## config.mk

```make
export PLATFORM = sky130hd
export DESIGN_NAME = pipeline_ctrl
export DESIGN_NICKNAME = d
export VERILOG_FILES = /design/src/rtl/pipeline_ctrl.sv
export SDC_FILE = /design/constraint.sdc
export NUM_CORES = 1
export LEC_CHECK = 0
export BUFFER_PORTS_ARGS = -buffer_cell sky130_fd_sc_hd__clkbuf_2
export CAP_MARGIN = 20
export CORE_MARGIN = 1.5
export CORE_UTILIZATION = 30
export CTS_CLUSTER_DIAMETER = 200
export CTS_CLUSTER_SIZE = 28
export DETAILED_ROUTE_END_ITERATION = 7
export PLACE_DENSITY_LB_ADDON = 0.15
export SETUP_SLACK_MARGIN = 0.3
export SYNTH_ARGS = -nofsm -noshare
export SYNTH_HDL_FRONTEND = slang
export SYNTH_SLANG_ARGS = --single-unit
```

## constraint.sdc

```tcl
create_clock -name clk -period 7.7 [get_ports clk]
set_clock_uncertainty 0.2 [all_clocks]
set_input_delay 0 -clock clk [delete_from_list [all_inputs] [get_ports clk]]
set_output_delay 0 -clock clk [all_outputs]
set_load 0.02 [all_outputs]
```

## src/rtl/pipeline_ctrl.sv

```systemverilog
// Stall/flush sequencer for the five-stage pipeline: load-use, redirect, memory-wait
// and halt/drain control, plus a memory-wait watchdog and performance counters.
module pipeline_ctrl #(
  parameter int unsigned WAIT_LIMIT   = 255,
  parameter int unsigned DRAIN_CYCLES = 4
) (
  input  logic        clk,
  input  logic        rst,
  input  logic [4:0]  id_rs1,
  input  logic [4:0]  id_rs2,
  input  logic        id_use_rs1,
  input  logic        id_use_rs2,
  input  logic [4:0]  ex_rd,
  input  logic        ex_mem_read,
  input  logic        ex_redirect,
  input  logic        mem_req,
  input  logic        mem_ready,
  input  logic        halt_req,
  output logic        pc_stall,
  output logic        if_id_stall,
  output logic        id_ex_stall,
  output logic        ex_mem_stall,
  output logic        if_id_flush,
  output logic        id_ex_flush,
  output logic        mem_wb_flush,
  output logic        halted,
  output logic        mem_timeout,
  output logic [31:0] stall_cycles,
  output logic [15:0] flush_count,
  output logic [1:0]  state_dbg
);

  typedef enum logic [1:0] {
    S_RUN      = 2'd0,
    S_MEM_WAIT = 2'd1,
    S_DRAIN    = 2'd2,
    S_HALTED   = 2'd3
  } state_e;

  localparam int unsigned   DW         = (DRAIN_CYCLES < 2) ? 1 : $clog2(DRAIN_CYCLES + 1);
  localparam logic [DW-1:0] DRAIN_LAST = DW'(DRAIN_CYCLES - 1);
  localparam logic [7:0]    WAIT_LIM8  = 8'(WAIT_LIMIT);

  state_e        state_q, state_d;
  state_e        prior_q, prior_d;
  logic [7:0]    wait_cnt_q, wait_cnt_d;
  logic [DW-1:0] drain_cnt_q, drain_cnt_d;
  logic          timeout_q, timeout_d;
  logic [31:0]   stall_cycles_q, stall_cycles_d;
  logic [15:0]   flush_count_q, flush_count_d;

  logic       is_halted, in_drain, quiet, mem_stall, redirect, load_use_hit, load_use, drain_last;
  logic [7:0] wait_inc;

  // A memory wait entered from DRAIN is still part of the drain: fetch stays off.
  assign is_halted    = (state_q == S_HALTED);
  assign in_drain     = (state_q == S_DRAIN) || ((state_q == S_MEM_WAIT) && (prior_q == S_DRAIN));
  assign quiet        = in_drain || is_halted;
  assign mem_stall    = mem_req && !mem_ready && !is_halted;
  assign redirect     = ex_redirect && !mem_stall && !is_halted;
  assign load_use_hit = ex_mem_read && (ex_rd != 5'd0) &&
                        ((id_use_rs1 && (id_rs1 == ex_rd)) || (id_use_rs2 && (id_rs2 == ex_rd)));
  assign load_use     = load_use_hit && !mem_stall && !ex_redirect && !is_halted;
  assign drain_last   = (drain_cnt_q == DRAIN_LAST);
  assign wait_inc     = (wait_cnt_q == 8'hFF) ? 8'hFF : wait_cnt_q + 8'd1;

  always_ff @(posedge clk or posedge rst) begin
    if (rst) begin
      state_q        <= S_RUN;
      prior_q        <= S_RUN;
      wait_cnt_q     <= 8'd0;
      drain_cnt_q    <= '0;
      timeout_q      <= 1'b0;
      stall_cycles_q <= 32'd0;
      flush_count_q  <= 16'd0;
    end else begin
      state_q        <= state_d;
      prior_q        <= prior_d;
      wait_cnt_q     <= wait_cnt_d;
      drain_cnt_q    <= drain_cnt_d;
      timeout_q      <= timeout_d;
      stall_cycles_q <= stall_cycles_d;
      flush_count_q  <= flush_count_d;
    end
  end

  always_comb begin
    state_d     = state_q;
    prior_d     = prior_q;
    wait_cnt_d  = wait_cnt_q;
    drain_cnt_d = drain_cnt_q;
    timeout_d   = timeout_q;
    if (in_drain && !mem_stall) drain_cnt_d = drain_cnt_q + DW'(1);
    case (state_q)
      S_RUN: begin
        if (mem_stall) begin
          state_d    = S_MEM_WAIT;
          prior_d    = S_RUN;
          wait_cnt_d = 8'd0;
        end else if (halt_req) begin
          state_d     = S_DRAIN;
          drain_cnt_d = '0;
        end
      end
      S_DRAIN: begin
        if (mem_stall) begin
          state_d    = S_MEM_WAIT;
          prior_d    = S_DRAIN;
          wait_cnt_d = 8'd0;
        end else if (drain_last) begin
          state_d = S_HALTED;
        end
      end
      S_MEM_WAIT: begin
        wait_cnt_d = wait_inc;
        if (wait_inc >= WAIT_LIM8) timeout_d = 1'b1;
        // The ready cycle of a drain-time wait counts as a drain cycle.
        if (!mem_stall) state_d = ((prior_q == S_DRAIN) && drain_last) ? S_HALTED : prior_q;
      end
      S_HALTED: state_d = S_HALTED;
      default:  state_d = S_RUN;
    endcase
  end

  // Outputs are forced low while rst is high, even if the inputs still request a stall.
  always_comb begin
    pc_stall     = 1'b0;
    if_id_stall  = 1'b0;
    id_ex_stall  = 1'b0;
    ex_mem_stall = 1'b0;
    if_id_flush  = 1'b0;
    id_ex_flush  = 1'b0;
    mem_wb_flush = 1'b0;
    if (!rst) begin
      pc_stall     = mem_stall || load_use || quiet;
      if_id_stall  = mem_stall || load_use;
      id_ex_stall  = mem_stall;
      ex_mem_stall = mem_stall;
      mem_wb_flush = mem_stall;
      // A held IF/ID (memory or load-use) wins over the drain bubble.
      if_id_flush  = redirect || (quiet && !mem_stall && !load_use);
      id_ex_flush  = redirect || load_use;
    end
  end

  always_comb begin
    stall_cycles_d = stall_cycles_q + {31'd0, pc_stall};
    flush_count_d  = flush_count_q;
    if (redirect && (flush_count_q != 16'hFFFF)) flush_count_d = flush_count_q + 16'd1;
  end

  assign halted       = is_halted;
  assign mem_timeout  = timeout_q;
  assign stall_cycles = stall_cycles_q;
  assign flush_count  = flush_count_q;
  assign state_dbg    = state_q;

endmodule

```

Word-level counts from Yosys, hierarchy flattened. Cells that the tools add are included.

Register bits after elaboration: 64. Bits of input ports: 24. Word-level logic and storage cells: 87. Output and inout bits: 59.

Mux-type cells: 22. Reductions and logical operators: 38. $lt $le $gt $ge: 1. $add $sub $neg: 4. Equal/unequal tests: 15.

Operators by type and width (count): $add A32 B1 Y32 (1); $logic_and A1 B1 Y1 (17); $add A16 B1 Y16 const B (1); $mux W2 (8); $mux W8 (2); $ne A16 B16 Y1 const B (1); $pmux W8 S2 (1); $mux W3 (4); $eq A5 B5 Y1 (2); $add A8 B1 Y8 const B (1); $eq A8 B8 Y1 const B (1); $ge A8 B8 Y1 const B (1); $pmux W2 S4 (1); $logic_or A1 B1 Y1 (7); $eq A2 B2 Y1 const B (3); $ne A2 B2 Y1 const B (3); $ne A3 B3 Y1 const B (2); $reduce_and A3 Y1 (2); $logic_not A1 Y1 (5); $mux W1 (5); $reduce_bool A5 Y1 (1); $pmux W2 S2 (1); $reduce_and A2 Y1 (2); $reduce_bool A2 Y1 (2); 6 further kinds (6).

Longest topological paths before layout. Gate-level depths: netlist of the first run.

Depth after elaboration: 11. Mapped depth: 12. Gate-level depth less buffers: 11.

Least setup slack after synthesis of the first run. Ideal clock, no wire load.

Path type: input port to flip-flop. From: input port rst. To: register stall_cycles_q[18], in the netlist stall_cycles[18]. Arrival: 3.742 ns. Setup time: 0.080 ns. Data required time: 7.420 ns. Stages on the path: 10. Slack: 3.678 ns. Buffers on the path: 1. Cell sequence: inv_1 nand4_1 o22ai_1 ha_1 ha_1 inv_1 or4_4 buf_6 nor3_4 xor2_1.

Word-level cells in the longest chain between the ends: 2.

Ends and longest elaborated chain: start, declared (line 8) `input logic rst,`; $mux W1 (line 134) `if (!rst) begin`; named net pc_stall (line 19) `output logic pc_stall,`; $add A32 B1 Y32 (line 147) `stall_cycles_d = stall_cycles_q + {31'd0, pc_stall};`; named net stall_cycles_d[18] (line 49) `logic [31:0] stall_cycles_q, stall_cycles_d;`; end signal, assigned (line 82) `stall_cycles_q <= stall_cycles_d;`; end, declared (line 49).

The timed path passes the listed nets, and every way through them passes these cells. A chain may end at the register's enable or synchronous reset.

Worst setup path in the final report of the first run.
From: register state_q[0], in the netlist state_dbg[0]. To: register stall_cycles_q[18], in the netlist stall_cycles[18].

Word-level cells in the longest chain between the ends: 11. Elaborated cells on any way between the ends: 16. Classes of those cells: add/sub (1); eq/ne (3); mux (1); reduce/logical (11).

Ends and longest elaborated chain: start, declared (line 44) `state_e state_q, state_d;`; start signal, assigned (line 77) `state_q <= state_d;`; $eq A2 B2 Y1 (line 56) `assign is_halted = (state_q == S_HALTED);`; $logic_not A1 Y1 (line 59, 63); $logic_and A1 B1 Y1 (line 59) `assign mem_stall = mem_req && !mem_ready && !is_halted;`; $logic_not A1 Y1 (line 63) `assign load_use = load_use_hit && !mem_stall && !ex_redirect && !is_halted;`; $logic_and A1 B1 Y1 (3 in series) (line 63); $logic_or A1 B1 Y1 (line 135) `pc_stall = mem_stall || load_use || quiet;`; $logic_or A1 B1 Y1 * (line 135); $mux W1 * (line 134); $add A32 B1 Y32 * (line 147); named net stall_cycles_d[18] (line 49).

Mark *: on every way through the listed nets, which the timed path passes. The rest lies on a longest branch.

==> impl_metrics.csv, run 1 <==
group,metric,value,unit
timing,min_period,3.30,ns
setup_path,max_stage_delay,0.64,ns
detailed_routing,route.vias.total,2779,
pwr,sequentialPowerShare,47.3,%
global_routing,track_usage,14.2,%
logic_synthesis,avgSynthCellArea,10.1,um^2
global_routing,grt_pass1_wl,13100,um
detailed_routing,drc_errors,0,
min_path,holdCritPathClass,"primary input to flop",
logic_synthesis,synth_cell_types,51,
global_routing,grt_max_degree,65,
setup_path,ff2ff_setup_slack,4.40,ns
layout,nFillCells,1126,
status,status,"finished, final reports clean",
min_path,hp-start,"id_use_rs2",
pwr,ir_drop,0.184,mV
clocking,clock_latency,0.33,ns
logic_synthesis,ys_ff_latch,63,
logic_synthesis,seq_area_frac_synth,46.9,%
setup_path,regToRegStartpoint,"state_dbg[0]",
logic_synthesis,synth_top_cells_by_area,"dfrtp_1 47%, xor2_1 8.3%, xnor2_1 6.0%",
clocking,cts_resized,0,
setup_path,path_class,"flop to flop",
clocking,cts_max_level,3,
setup_path,cp_max_fo,15,
die,die_y,109,um
detailed_routing,vias_per_cell,4.89,
detailed_routing,dr.first_iter.drc_count,75,
timing,slew_violations,0,
die,fp-row-count,38,
layout,drive_gt1_share,26.4,%
setup_path,reg2regPathDepth,11,
timing,tightest_slew,0.862,ns
clocking,cts_num_sinks,63,
timing,tns,0,ns
detailed_routing,wl_per_cell,13.7,um
setup_path,crit_path_end_kind,"flop",
logic_synthesis,async_flop_share,100,%
die,io-pin-count,83,
layout,nets,453,
die,dieArea,11900,um^2
setup_path,critical_path.top_delay_family,"simple AND/OR/NAND/NOR gates",
pwr,clock_power_share,26.7,%
logic_synthesis,yosysMostFrequentCell,"dfrtp_1",
min_path,hold_depth,4,
logic_synthesis,netlist.area_leader.share,46.9,%
clocking,clkTransAtPathRegs,0.08,ns
clocking,clockBufferDepth,2,
detailed_routing,ant_nets,0,
setup_path,path_cells,"nand2_1 -> inv_1 -> nor2_1 -> nand4_1 -> o22ai_1 -> ha_1 -> ha_1 -> inv_1 -> or4_4 -> nor3_4 -> xor2_1",
setup_path,critPathArrivalTime,3.37,ns
layout,final_core_util,37.9,%
setup_path,cp_num_buf_inv,2,
timing,max-slew-margin-rel,42.1,%
timing,hold_viol_final,0,
global_routing,grt-ovfl-total,0,
clocking,cts_tree,"built",
pwr,internal-power,0.602,mW
timing,setup_viol,0,
pwr,p_switching,0.364,mW
pwr,comb_power_share,26.0,%
pwr,leakage,1.95,nW
detailed_routing,dr.pass1.iters,4,
place,portBuffers,82,
timing,fmax,303,MHz
clocking,cts_setup_buffers,0,
place,dp_hpwl,5760,um
setup_path,startpoint_type,"flop",
logic_synthesis,synth-edff-count,0,
logic_synthesis,synth_commonest_cells,"63 x dfrtp_1, 32 x xor2_1, 24 x nand2_1, 24 x nor2_1",
setup_path,crit-reg2reg-capture,"stall_cycles[18]",
timing,rsz0062_at_grt,"false",
layout,area_growth,22.7,%
setup_path,cpMaxStageDelayCell,"or4_4",
layout,antenna_cells,0,
clocking,cts_made_buffers,9,
run,cap_viol_max_count,0,
die,chipWidth,109,um
logic_synthesis,synth_fp_nets,364,
logic_synthesis,synth_top_area_cell,"dfrtp_1",
pwr,power.density,234,nW/um^2
detailed_routing,totalWireLength,7770,um
pwr,swShare,37.7,%
setup_path,critPathRequiredTime,7.77,ns
global_routing,grt_pass1_vias,2646,
place,place_congestion,0.789,
logic_synthesis,synth_area,3360,um^2
logic_synthesis,yosys_most_used_dff,"dfrtp_1",
logic_synthesis,syn_inst,334,
die,core,10900,um^2
min_path,holdPathEnd,"stall_cycles[0]",
timing,final.period_utilization,42.9,%
global_routing,antenna_found_initial,0,
die,start_util,30.9,%
logic_synthesis,yosysWarnings,0,
clocking,root_buffer,"clkbuf_8",
==> power by group through the flow <==
stage / Sequential, mW / Combinational [mW] / Clock, mW
6_report: 0.457 / 0.251 / 0.258
5_1_grt: 0.468 / 0.284 / 0.284
4_1_cts: 0.456 / 0.256 / 0.270
3_5_place_dp: 0.463 / 0.253 / 0
3_3_place_gp: 0.461 / 0.249 / 0
2_1_floorplan: 0.476 / 0.149 / 0
==> cell type report <==
cell class / instances / area (um^2) / area share, %
multi-input combinational: 252 / 1700 / 41.2
sequential: 63 / 1580 / 38.2
timing repair buffer: 88 / 468 / 11.3
tap: 140 / 175 / 4.25
clock buffer: 9 / 124 / 3.00
clock inverter: 7 / 48.8 / 1.18
inverter: 9 / 33.8 / 0.819
==> cells by family after synthesis <==
logic type	Yosys count	share of synthesized area (%)
AND/OR/NAND/NOR	144	24.4
flip-flops	63	46.9
XOR/XNOR	55	14.3
AO/OA/AOI/OAI	42	8.00
buffers and inverters	19	2.60
adder cells (fa/ha/maj)	6	2.23
multiplexers	5	1.60
==> worst max-delay path by stage <==
stage	startpoint	endpoint	slack, ns	cells after the start
final	state_dbg[0]	stall_cycles[18]	4.40	11
after global routing	state_dbg[0]	stall_cycles[31]	4.02	10
after CTS	state_dbg[0]	stall_cycles[31]	4.36	10
after detailed placement	state_dbg[0]	stall_cycles[21]	4.37	10
after global placement	state_dbg[0]	stall_cycles[31]	4.53	10
after floorplan	rst	stall_cycles[18]	3.68	10
==> sequential cells by signal, indices dropped and copies added (netlist names) <==
signal,count
mem_timeout,1
prior_q,1
stall_cycles,32
wait_cnt_q,8
state_dbg,2
flush_count,16
drain_cnt_q,3
==> metrics by stage <==
| stage | setup slack, ns | total power, mW | instances | hold WS, ns | cell area (um^2) |
|---|---|---|---|---|---|
| floorplan | 3.68 | 0.625 | 334 | -0.0904 | 3360 |
| global placement | 4.53 | 0.710 | 547 | 0.156 | 3900 |
| detailed placement | 4.37 | 0.716 | 547 | 0.152 | 3900 |
| CTS | 4.36 | 0.983 | 568 | 0.124 | 4130 |
| global route | 4.02 | 1.04 | 568 | 0.187 | 4130 |
| finish | 4.40 | 0.965 | 568 | 0.139 | 4130 |
==> cell usage in the layout, fill, tap and decap left out, types with 2 or more instances in the layout <==
cell type / netlist / layout
nand2b_1: 5 / 5
nand3_1: 23 / 23
or3_1: 2 / 2
mux2_2: 3 / 3
ha_1: 6 / 6
and4_1: 5 / 5
mux2i_1: 2 / 2
clkinv_4: 0 / 2
nor4_1: 10 / 10
nor2_1: 24 / 24
dlygate4sd3_1: 0 / 5
a22o_1: 3 / 3
xnor2_1: 23 / 23
nor3_1: 11 / 11
nand4_2: 2 / 2
clkinv_2: 0 / 3
nor4b_1: 2 / 2
or4_1: 2 / 2
a211oi_1: 3 / 3
clkbuf_2: 0 / 82
a31oi_1: 3 / 3
clkbuf_8: 0 / 9
nand2_1: 24 / 24
nor2b_1: 4 / 4
dfrtp_1: 63 / 63
o22ai_1: 2 / 2
inv_1: 9 / 8
nor3_2: 2 / 2
a21oi_1: 10 / 10
xor2_1: 32 / 32
o21ai_0: 11 / 11
a41oi_1: 2 / 2
nand4_1: 17 / 17
==> layer usage <==
metal,GRT usage [%],wire length [um]
met4,5.64,88
met5,0,0
met1,19.0,3820
met3,3.47,390
met2,22.1,3480
==> what timing repair did <==
item                                    4_1_cts  5_1_grt
hold buffers                                  5        0
endpoints found under the hold margin        77        0
endpoints found under the setup margin        0        0
==> worst reg2reg max path, delay by kind of cell (launching register included) <==
family	cells	cell delay [ns]
buffers and inverters	2	0.18
AOI/OAI and AO/OA	1	0.25
adders and majority gates	2	0.55
and+or+nand+nor	5	1.39
xor gates and xnor gates	1	0.15
DFF	1	0.52
No activity file was read; power rests on OpenSTA's default activity.
==> run 2, diff against run 1 <==
ABC_AREA = 1   (was not set)
clock period = 3.15 ns   (was 7.7 ns; I/O delays follow)
==> run 2 against run 1 <==
Against the previous run:
- cell count grew 41%
- highest routed layer unchanged
- fmax grew 27%
- critical endpoint is now stall_cycles[30]
- largest power group unchanged
- synthesized cell count grew 58%
- non-clock buffer count grew 4
- critical path depth grew 6
- worst setup slack lost 3.9 ns
- first-iteration DRC count grew to 2.7 times the previous value
- combinational power grew to 3.7 times the previous value
- global-route usage grew 1.3 points
==> impl_metrics.csv, run 2 <==
group,metric,value,unit
layout,antenna_cells,0,
global_routing,grt_max_degree,33,
layout,nFillCells,1279,
logic_synthesis,synth-edff-count,0,
die,die_y,115,um
global_routing,track_usage,15.5,%
setup_path,critPathRequiredTime,3.18,ns
clocking,cts_max_level,3,
layout,mostFrequentLayoutCells,"176 x nand2_1, 82 x clkbuf_2, 65 x inv_1",
logic_synthesis,synth_cell_types,27,
setup_path,critPathArrivalTime,2.63,ns
global_routing,grt_pass1_wl,16000,um
die,fp-row-count,40,
logic_synthesis,synth_area,3800,um^2
clocking,cts_num_sinks,63,
place,place_inst,777,
setup_path,regToRegStartpoint,"state_dbg[0]",
clocking,cts_made_buffers,9,
layout,nets,658,
timing,setup_viol,0,
layout,final_cell_count_no_fill,800,
logic_synthesis,seq_area_frac_synth,41.5,%
pwr,p_total,2.97,mW
layout,area_growth,25.5,%
logic_synthesis,syn_inst,529,
logic_synthesis,synth_top_area_cell,"dfrtp_1",
die,core,12200,um^2
timing,hold_viol_final,0,
layout,drive_gt1_share,19.9,%
clocking,cts_tree,"built",
timing,rsz0062_at_grt,"false",
timing,max-slew-margin-rel,66.8,%
detailed_routing,wl_per_cell,12.0,um
clocking,root_buffer,"clkbuf_16",
timing,tightest_slew,0.494,ns
logic_synthesis,yosysWarnings,0,
pwr,power.density,623,nW/um^2
clocking,clock_latency,0.34,ns
place,place_ws,0.236,ns
min_path,holdCritPathClass,"primary input to flop",
place,portBuffers,82,
status,status,"finished, final reports clean",
logic_synthesis,yosysMostFrequentCell,"nand2_1",
logic_synthesis,synth_fp_nets,559,
detailed_routing,dr.pass1.iters,4,
pwr,ir_drop,0.428,mV
layout,largest_reg_flops,32,
run,cap_viol_max_count,0,
logic_synthesis,ys_ff_latch,63,
die,dieArea,13300,um^2
setup_path,max_stage_delay,0.40,ns
timing,fmax,384,MHz
logic_synthesis,synth_top_cells_by_area,"dfrtp_1 42%, nand2_1 18%, inv_1 6.5%",
die,io-pin-count,83,
min_path,hp-start,"ex_rd[1]",
timing,slew_violations,0,
global_routing,antenna_found_initial,0,
die,start_util,31.2,%
place,place_congestion,0.833,
logic_synthesis,netlist.area_leader.share,41.5,%
detailed_routing,route.vias.total,3577,
setup_path,path_class,"flop to flop",
logic_synthesis,synth_commonest_cells,"177 x nand2_1, 66 x inv_1, 64 x nor2_1",
logic_synthesis,yosys_most_used_dff,"dfrtp_1",
timing,tns,0,ns
layout,multi_input_area,1930,um^2
detailed_routing,vias_per_cell,4.47,
layout,final_common_cell,"nand2_1",
setup_path,cp_max_fo,4,
clocking,clockBufferDepth,2,
global_routing,grt-ovfl-total,0,
setup_path,crit_path_end_kind,"flop",
pwr,leakage,2.47,nW
setup_path,path_cells,"nand2_1 -> inv_2 -> nor2_1 -> inv_1 -> nor2_4 -> inv_1 -> nand3_2 -> ha_1 -> ha_2 -> inv_2 -> nor2_4 -> inv_2 -> nor2_2 -> inv_2 -> nor2_1 -> nand2_1 -> xor2_1",
setup_path,cpMaxStageDelayCell,"dfrtp_1",
setup_path,cp_common_cell,"inv_2",
detailed_routing,dr.first_iter.drc_count,204,
logic_synthesis,async_flop_share,100,%
die,chipWidth,115,um
layout,regArea,1580,um^2
setup_path,critical_path.top_delay_family,"simple AND/OR/NAND/NOR gates",
detailed_routing,ant_nets,0,
logic_synthesis,avgSynthCellArea,7.18,um^2
setup_path,cp_num_buf_inv,6,
setup_path,crit_start,"state_dbg[0]",
detailed_routing,totalWireLength,9640,um
clocking,clkTransAtPathRegs,0.05,ns
timing,min_period,2.61,ns
setup_path,startpoint_type,"flop",
timing,final.period_utilization,82.8,%
place,dp_hpwl,7470,um
detailed_routing,drc_errors,0,
timing,setup_ws,0.543,ns
global_routing,grt_pass1_vias,3434,
==> run 2: worst register-to-register path: stages, from the launching register on <==
cell and delay (ns):
dfrtp_1 0.40, nand2_1 0.11, inv_2 0.06, nor2_1 0.12, inv_1 0.10, nor2_4 0.12, inv_1 0.08, nand3_2 0.09
ha_1 0.18, ha_2 0.21, inv_2 0.06, nor2_4 0.13, inv_2 0.06, nor2_2 0.15, inv_2 0.04, nor2_1 0.15
nand2_1 0.09, xor2_1 0.14
==> run 2: final timing paths <==
check / cells past startpoint / endpoint / slack (ns)
worst max-delay path: 17 / stall_cycles[30] / 0.54
min in group asynchronous: 4 / wait_cnt_q[1] / 0.21
worst min register to register: 2 / mem_timeout / 0.26
max in group asynchronous: 4 / flush_count[0] / 2.23
worst max register to register: 17 / stall_cycles[30] / 0.54
worst min-delay path: 6 / stall_cycles[0] / 0.18
==> run 2: per-stage QoR <==
stage               hold WS (ns)  utilization (%)  cell area, um^2
CTS                        0.180             39.0             4750
finish                     0.182             39.2             4760
detailed placement        0.0184             36.3             4410
floorplan                 -0.161                -             3810
global placement          0.0202             36.3             4410
global route               0.247             39.2             4760
==> run 2: what timing repair did <==
| action | 4_1_cts | 5_1_grt |
|---|---|---|
| buffers inserted | 0 | 1 |
| pin swaps | 0 | 1 |
| endpoints found under the hold margin | 71 | 0 |
| hold buffers | 7 | 0 |
| resized for setup | 1 | 4 |
| setup endpoints to repair | 1 | 5 |
==> run 2: layout make-up <==
cell class                      count  share of cell area, %
Sequential cell                    63                   33.1
Inverter                           74                   5.91
Tap cell                          168                   4.41
Clock inverter                      1                  0.105
Timing Repair Buffer               92                   10.6
Clock buffer                       14                   5.33
Multi-Input combinational cell    388                   40.6
==> run 2: cells by family (layout without fill, tap and decap cells) <==
group                    after synthesis  count (layout)  synth area share (%)
AO/OA/AOI/OAI                         37              37                  5.90
XOR/XNOR                              38              38                  8.77
adder cells (fa/ha/maj)                6               6                  1.98
buffers and inverters                 78             181                  8.21
flip-flops                            63              63                  41.5
AND/OR/NAND/NOR                      307             307                  33.6
==> run 2: power by group <==
part / switching, mW / internal [mW] / total, mW
Combinational: 0.603 / 0.321 / 0.924
Clock: 0.343 / 0.548 / 0.891
Sequential: 0.181 / 0.972 / 1.15
==> run 2: layer usage <==
layer	vias to the layer above	routed length, um	global-route usage (%)
met5	-	0	0
met2	73	4660	25.9
li1	1848	-	-
met4	0	161	6.17
met3	13	440	4.39
met1	1643	4380	18.8
